`src/rtl/in_driver.sv`:
```
// 16-bit memory-mapped input port: sync, per-bit debounce, edge flags, irq, registered bus reads.
// Define IN_DRIVER_DEBOUNCE_EN to build the per-bit debounce counters; otherwise stable follows sync2.
module in_driver #(
  parameter logic [31:0] DATA_ADDR       = 32'd12,
  parameter logic [31:0] FLAG_ADDR       = 32'd16,
  parameter logic [31:0] CFG_ADDR        = 32'd20,
  parameter int unsigned DEBOUNCE_CYCLES = 4
) (
  input  logic        clk,
  input  logic        reset,
  input  logic [15:0] IO_pins,
  input  logic [31:0] adress,
  input  logic [31:0] bus_in,
  input  logic        we,
  output logic [31:0] bus_out,
  output logic        irq
);

  logic [15:0] sync1, sync2, stable, stable_next;
  logic [15:0] flags, flags_next, flag_clr, rise, fall;
  logic [31:0] cfg, rd_data;

  if (DEBOUNCE_CYCLES < 1) begin : g_bad_debounce
    $error("DEBOUNCE_CYCLES must be at least 1");
  end

`ifdef IN_DRIVER_DEBOUNCE_EN
  localparam int unsigned CW = $clog2(DEBOUNCE_CYCLES) + 1;
  localparam logic [CW-1:0] CNT_LAST = CW'(DEBOUNCE_CYCLES - 1);

  logic [CW-1:0] cnt      [16];
  logic [CW-1:0] cnt_next [16];

  // A bit is accepted only after DEBOUNCE_CYCLES consecutive mismatching samples.
  always_comb begin
    stable_next = stable;
    for (int unsigned i = 0; i < 16; i++) begin
      cnt_next[i] = '0;
      if (sync2[i] != stable[i]) begin
        if (cnt[i] == CNT_LAST) stable_next[i] = sync2[i];
        else                    cnt_next[i]    = cnt[i] + 1'b1;
      end
    end
  end

  always_ff @(posedge clk) begin
    for (int unsigned i = 0; i < 16; i++) begin
      if (reset) cnt[i] <= '0;
      else       cnt[i] <= cnt_next[i];
    end
  end
`else
  always_comb stable_next = sync2;
`endif

  // Set has priority over a same-cycle write-1-to-clear.
  always_comb begin
    rise       = stable_next & ~stable;
    fall       = ~stable_next & stable;
    flag_clr   = (we && adress == FLAG_ADDR) ? bus_in[15:0] : '0;
    flags_next = (flags & ~flag_clr) | (rise & cfg[15:0]) | (fall & cfg[31:16]);
  end

  always_comb begin
    rd_data = '0;
    if (adress == DATA_ADDR)      rd_data = {16'b0, stable};
    else if (adress == FLAG_ADDR) rd_data = {16'b0, flags};
    else if (adress == CFG_ADDR)  rd_data = cfg;
  end

  always_ff @(posedge clk) begin
    if (reset) begin
      sync1   <= '0;
      sync2   <= '0;
      stable  <= '0;
      flags   <= '0;
      cfg     <= '0;
      bus_out <= '0;
    end else begin
      sync1   <= IO_pins;
      sync2   <= sync1;
      stable  <= stable_next;
      flags   <= flags_next;
      bus_out <= rd_data;
      if (we && adress == CFG_ADDR) cfg <= bus_in;
    end
  end

  assign irq = |flags;

endmodule

```
`config.mk`:
```
export PLATFORM = sky130hd
export DESIGN_NAME = in_driver
export DESIGN_NICKNAME = d
export VERILOG_FILES = /design/src/rtl/in_driver.sv
export SDC_FILE = /design/constraint.sdc
export NUM_CORES = 1
export LEC_CHECK = 0
export CAP_MARGIN = 20
export CORE_ASPECT_RATIO = 0.8
export CORE_MARGIN = 4
export CORE_UTILIZATION = 28
export CTS_CLUSTER_DIAMETER = 150
export DETAILED_ROUTE_END_ITERATION = 10
export SYNTH_ARGS = -nofsm -noshare
export SYNTH_HDL_FRONTEND = slang
export SYNTH_SLANG_ARGS = --single-unit
```
`constraint.sdc`:
```
create_clock -name clk -period 3 [get_ports clk]
set_input_delay 0.6 -clock clk [delete_from_list [all_inputs] [get_ports clk]]
set_output_delay 0.6 -clock clk [all_outputs]
set_load 0.02 [all_outputs]
```
==> results_dict.tcl, run 1 <==
set metrics [dict create \
    drive_gt1_share_pct 11.1 \
    ios 116 \
    die_w_um 158 \
    overflow 0 \
    p_leak_nw 2.41 \
    fp.dieH_um 128 \
    regToRegSetupSlack_ns 2.02 \
    seq_area_frac_synth_pct 50.7 \
    utilization_pct 40.0 \
    dr_total_vias 3947 \
    synth_nets 578 \
    crit_path_end_kind "flop" \
    final.min_clock_period_ns 2.65 \
    rows 43 \
    cts_hold_buf 0 \
    cts_buffers 17 \
    power.density_mw_per_mm2 553 \
    status "finished, final reports clean" \
    finalCritPeriodShare_pct 88.3 \
    worstPathRequired_ns 3.33 \
    syn_to_final_growth_pct 39.0 \
    total_power_mw 3.88 \
    dr.first_iter.drc_count 260 \
    critical_path_class "input port to flop" \
    first_global_vias 4014 \
    worst_slew_pin_slew_ns 0.458 \
    postCtsResizedCells 0 \
    gp_congestion 0.852 \
    min_path_cells 1 \
    cp_top_family "simple AND/OR/NAND/NOR gates" \
    worstPathBufferInverterCount 2 \
    synth_edf_count 0 \
    grt_pass1_wl_mm 21.9 \
    hold_path.class "flop to flop" \
    antenna_found_initial 0 \
    ys_warn_count 0 \
    clk_latency_ns 0.41 \
    ys_types 32 \
    synthTopCellsByArea "dfxtp_1 (51%), nand2b_1 (8.0%), mux2i_1 (6.3%), nor2b_1 (5.9%), nand3b_1 (4.8%)" \
    path_max_fanout 24 \
    cap_violations 0 \
    cp-start-kind "input port" \
    fin_worst_skew_ns 0.00695 \
    cts_setup_buffers 0 \
    clockBufferDepth 2 \
    syn_avg_cell_area_um2 10.2 \
    core_area_mm2 0.0175 \
    ant_nets 0 \
    hold_viol 0 \
    post-synth-top-count-cell "dfxtp_1" \
    avgRoutedWirePerCell_um 16.5 \
    setup_viol 0 \
    worstHoldStart "sync1[2]" \
    cts_sinks 128 \
    nFillCells 1690 \
    drt_pass1_iterations 4 \
    synth_top_cell_by_area "dfxtp_1" \
    portBuffers 115 \
    nets 692 \
    die_area_mm2 0.0203 \
    synthTopCellsByCount "dfxtp_1 (128), nand2b_1 (65), nor2b_1 (48)" \
    cts_tree "built" \
    grt_use_total_pct 14.1 \
    synth_top_area_share_pct 50.7 \
    critPathArrivalTime_ns 2.98 \
    synthesis.area_mm2 0.00505 \
    n_antenna_cell 0 \
    htree_levels 4 \
    drcViolationCount 0 \
    syn_inst 495 \
    fmax_mhz 377 \
    relSlewSlack_pct 69.5 \
    critical-path-slowest-cell "or4_1" \
    drt-total-wl_mm 14.0 \
    ys.flop_type "dfxtp_1" \
    path_cells "clkdlybuf4s50_1 -> or4_4 -> or4_1 -> nor3_4 -> buf_12 -> mux2i_1" \
    ir_worst_vdd_v 0.000252 \
    rr_worst_depth 3 \
    grt_max_degree 122 \
    worstReg2RegEnd "bus_out[12]" \
    slew_violations 0 \
    crit_start "adress[22]" \
    fin_setup_tns_ns 0 \
    yosys_register_bits 128 \
    synth_async_sr_flop_share_pct 0 \
    dp_hpwl_mm 9.63 \
    critical_path.max_stage_delay_ns 0.70 \
    rsz0062_at_grt "false" \
    cts_root_buf "clkbuf_16" \
    r2r-start "cfg[12]" \
    hold_end "stable_next[2]" \
    clk_pin_slew_ns 0.05 \
    vias_per_cell 4.66 \
    start_util_pct 28.8 \
]
==> state kept, by name (all words and copies together), names as in the netlist <==
signal,flops
bus_out,32
stable,16
cfg,32
stable_next,16
sync1,16
flags,16
==> how the worst max path moves through the flow <==
stage / to / cells past startpoint
after global routing: cfg[26] / 6
after CTS: cfg[19] / 6
after floorplan: cfg[10] / 6
after detailed placement: cfg[19] / 6
final: cfg[19] / 6
after global placement: cfg[10] / 6
==> cells in the final DEF (no fill, tap or decap), types with 2 or more instances in the layout <==
cell type        count
dfxtp_1            128
nor2b_1             48
clkinv_4             2
clkdlybuf4s50_1    114
clkbuf_8             2
clkinv_2             5
nand2b_1            65
nand3b_1            32
nand4_1             34
o31ai_1             16
clkbuf_1             3
buf_12               3
buf_4               15
or4_4                2
clkinvlp_4           2
nand2_1             16
and2_1              16
a21oi_1             16
mux2i_1             32
mux2_2              16
or4_1                2
clkbuf_16           17
a31oi_1             16
nor4_1               7
==> report_power, final <==
group / internal, mW / switching, mW / leakage, nW
Clock: 1.18 / 0.739 / 0.270
Sequential: 1.73 / 0.0149 / 1.04
Combinational: 0.143 / 0.0801 / 1.10
Total: 3.05 / 0.834 / 2.41
==> layer usage <==
layer / part of all wire (%) / up-vias / track usage [%]
met1: 49 / 1827 / 19.8
li1: - / 1961 / -
met5: 0 / - / 0
met3: 6.3 / 21 / 3.85
met2: 43 / 138 / 20.5
met4: 1.6 / 0 / 5.47
==> worst register-to-register path, stage by stage, from the launching register on <==
cell     delay (ns)
dfxtp_1        0.35
mux2_2         0.16
nand4_1        0.09
a21oi_1        0.27
==> through the flow <==
stage	hold slack, ns	cells	setup WS, ns	area (um2)
2_1_floorplan	0.414	495	0.407	5050
3_3_place_gp	0.427	815	-0.00340	6470
3_5_place_dp	0.424	815	-0.0854	6470
4_1_cts	0.437	847	0.342	7020
5_1_grt	0.454	847	0.304	7020
6_report	0.433	847	0.350	7020
==> final cells by class <==
cell class	count	area, um2	share of cell area (%)
Clock buffer	22	464	6.61
Clock inverter	10	87.6	1.25
Timing Repair Buffer	132	1310	18.7
Tap cell	225	282	4.01
Multi-Input combinational cell	329	2310	32.9
Inverter	1	3.75	0.0534
Sequential cell	128	2560	36.5
==> cells by family after synthesis <==
kind of cell	after synthesis	synth area share [%]
flops	128	50.7
buf+inv	38	3.69
compound gates	48	5.94
simple gates	233	29.8
mux	48	9.90
(Power assumes the default switching activity.)
==> inputs of run 2 (changes only) <==
--- a/config.mk
+++ b/config.mk
@@ -11,6 +11,8 @@
 export CORE_UTILIZATION = 28
 export CTS_CLUSTER_DIAMETER = 150
 export DETAILED_ROUTE_END_ITERATION = 10
+export GPL_ROUTABILITY_DRIVEN = 0
+export SLEW_MARGIN = 20
 export SYNTH_ARGS = -nofsm -noshare
 export SYNTH_HDL_FRONTEND = slang
 export SYNTH_SLANG_ARGS = --single-unit
==> results_dict.tcl, run 2 (synthesis results as in run 1) <==
set metrics [dict create \
    die_area_mm2 0.0203 \
    place_area_mm2 0.00650 \
    dr_total_vias 4011 \
    grt_max_degree 125 \
    path_max_fanout 8 \
    grt_use_total_pct 13.9 \
    clk_pin_slew_ns 0.05 \
    rr_worst_depth 3 \
    clockBufferDepth 2 \
    cts_buffers 17 \
    top_regs "bus_out (32), cfg (32)" \
    start_util_pct 28.8 \
    cts_sinks 128 \
    layout_commonest_cell "dfxtp_1" \
    fmax_mhz 371 \
    nFillCells 1687 \
    critical_path_class "input port to flop" \
    htree_levels 4 \
    first_global_vias 3942 \
    portBuffers 115 \
    overflow 0 \
    drt_pass1_iterations 5 \
    status "finished, final reports clean" \
    fin_worst_skew_ns 0.00618 \
    critical-path-slowest-cell "or4_1" \
    cp-start-kind "input port" \
    relSlewSlack_pct 66.8 \
    n_antenna_cell 0 \
    hold_viol 0 \
    fp.dieH_um 128 \
    drive_gt1_share_pct 11.3 \
    rsz0062_at_grt "false" \
    cap_violations 0 \
    final_cell_mix "dfxtp_1 (128), clkdlybuf4s50_1 (114), nand2b_1 (65)" \
    grt_pass1_wl_mm 21.9 \
    critPathArrivalTime_ns 2.96 \
    ant_nets 0 \
    core_area_mm2 0.0175 \
    syn_to_final_growth_pct 40.3 \
    path_cells "clkdlybuf4s50_1 -> or4_4 -> or4_1 -> buf_4 -> o31ai_1 -> a31oi_1" \
    slew_violations 0 \
    fin_setup_tns_ns 0 \
    cts_tree "built" \
    clk_latency_ns 0.41 \
    nets 692 \
    fin_area_mm2 0.00709 \
    cts_setup_buffers 0 \
    antenna_found_initial 0 \
    dp_hpwl_mm 9.83 \
    die_w_um 158 \
    worstPathRequired_ns 3.27 \
    cts_hold_buf 0 \
    ir_worst_vdd_v 0.000362 \
    crit_path_end_kind "flop" \
    vias_per_cell 4.74 \
    setup_viol 0 \
    hold_path.class "flop to flop" \
    worst_slew_pin_slew_ns 0.498 \
    final.min_clock_period_ns 2.69 \
    p_leak_nw 2.43 \
    drcViolationCount 0 \
    drt-total-wl_mm 14.1 \
    avgRoutedWirePerCell_um 16.6 \
    power.density_mw_per_mm2 567 \
    finalCritPeriodShare_pct 89.8 \
    postCtsResizedCells 0 \
    min_path_cells 1 \
    rows 43 \
    ios 116 \
    cts_root_buf "clkbuf_16" \
    dr.first_iter.drc_count 277 \
    critical_path.max_stage_delay_ns 0.68 \
]
-- run 2: cell count changes in the layout (fill, tap and decap cells not counted), sizes merged --
cell / delta
bufinv: +1
clkinvlp: +1
clkbuf: +1
clkinv: -3
-- run 2: layout make-up --
class / instances / area, um2 / share of cell area [%]
multi-input cells: 329 / 2310 / 32.6
flip-flops and latches: 128 / 2560 / 36.1
clock inverters: 9 / 106 / 1.50
well taps: 225 / 282 / 3.97
inverters: 1 / 3.75 / 0.0529
repair buffers: 132 / 1340 / 18.9
clock buffers: 23 / 488 / 6.88
-- run 2: layer usage --
metal	vias up	wire (um)	track usage (%)
met5	-	0	0
met4	0	328	4.86
met3	30	905	3.68
met2	159	6010	20.5
met1	1852	6830	19.7
li1	1970	-	-
-- run 2: stage by stage --
stage	hold WS (ns)	util, %	std cells	power (mW)	setup WS, ns
after floorplan	0.414	-	495	1.86	0.407
after global placement	0.426	37.0	815	2.00	0.00241
after detailed placement	0.424	37.0	815	2.00	-0.115
after CTS	0.438	40.4	847	4.05	0.308
after global routing	0.446	40.4	847	4.15	0.216
final	0.435	40.4	847	4.02	0.306
-- run 2: worst paths after layout --
kind / startpoint / to / slack, ns
hold / removal: sync1[2] / stable_next[2] / 0.44
setup reg to reg: flags[5] / bus_out[5] / 2.03
setup / recovery: adress[26] / flags[11] / 0.31
hold reg to reg: sync1[2] / stable_next[2] / 0.44
-- run 2: power by group --
group | switching, mW | total, mW | leakage, nW | internal [mW]
Clock | 0.745 | 2.05 | 0.285 | 1.31
Combinational | 0.0826 | 0.226 | 1.10 | 0.143
Sequential | 0.0146 | 1.74 | 1.04 | 1.73
-- run 2: critical path, delay by kind of cell --
family                 cells  cell delay, ns
AND/OR/NAND/NOR            2            1.23
buffers and inverters      2            0.67
AO/OA/AOI/OAI              2            0.46
==> inputs of run 3 (changes only) <==
--- a/config.mk
+++ b/config.mk
@@ -9,7 +9,6 @@
 export CORE_ASPECT_RATIO = 0.8
 export CORE_MARGIN = 4
 export CORE_UTILIZATION = 28
-export CTS_CLUSTER_DIAMETER = 150
 export DETAILED_ROUTE_END_ITERATION = 10
 export GPL_ROUTABILITY_DRIVEN = 0
 export SLEW_MARGIN = 20
==> constraint.sdc (replaced) <==
create_clock -name clk -period 3 [get_ports clk]
set_input_delay 0.6 -clock clk [delete_from_list [all_inputs] [get_ports clk]]
set_output_delay 0.6 -clock clk [all_outputs]
set_load 0.05 [all_outputs]
==> results of run 3 <==
The final DEF is identical to that of run 2. Status: finished, final reports clean.
Among the figures that moved: setup slack after layout 0.306 ns -> 0.279 ns; start point of the critical path adress[26] -> flags[0]; end point of the critical path flags[11] -> irq
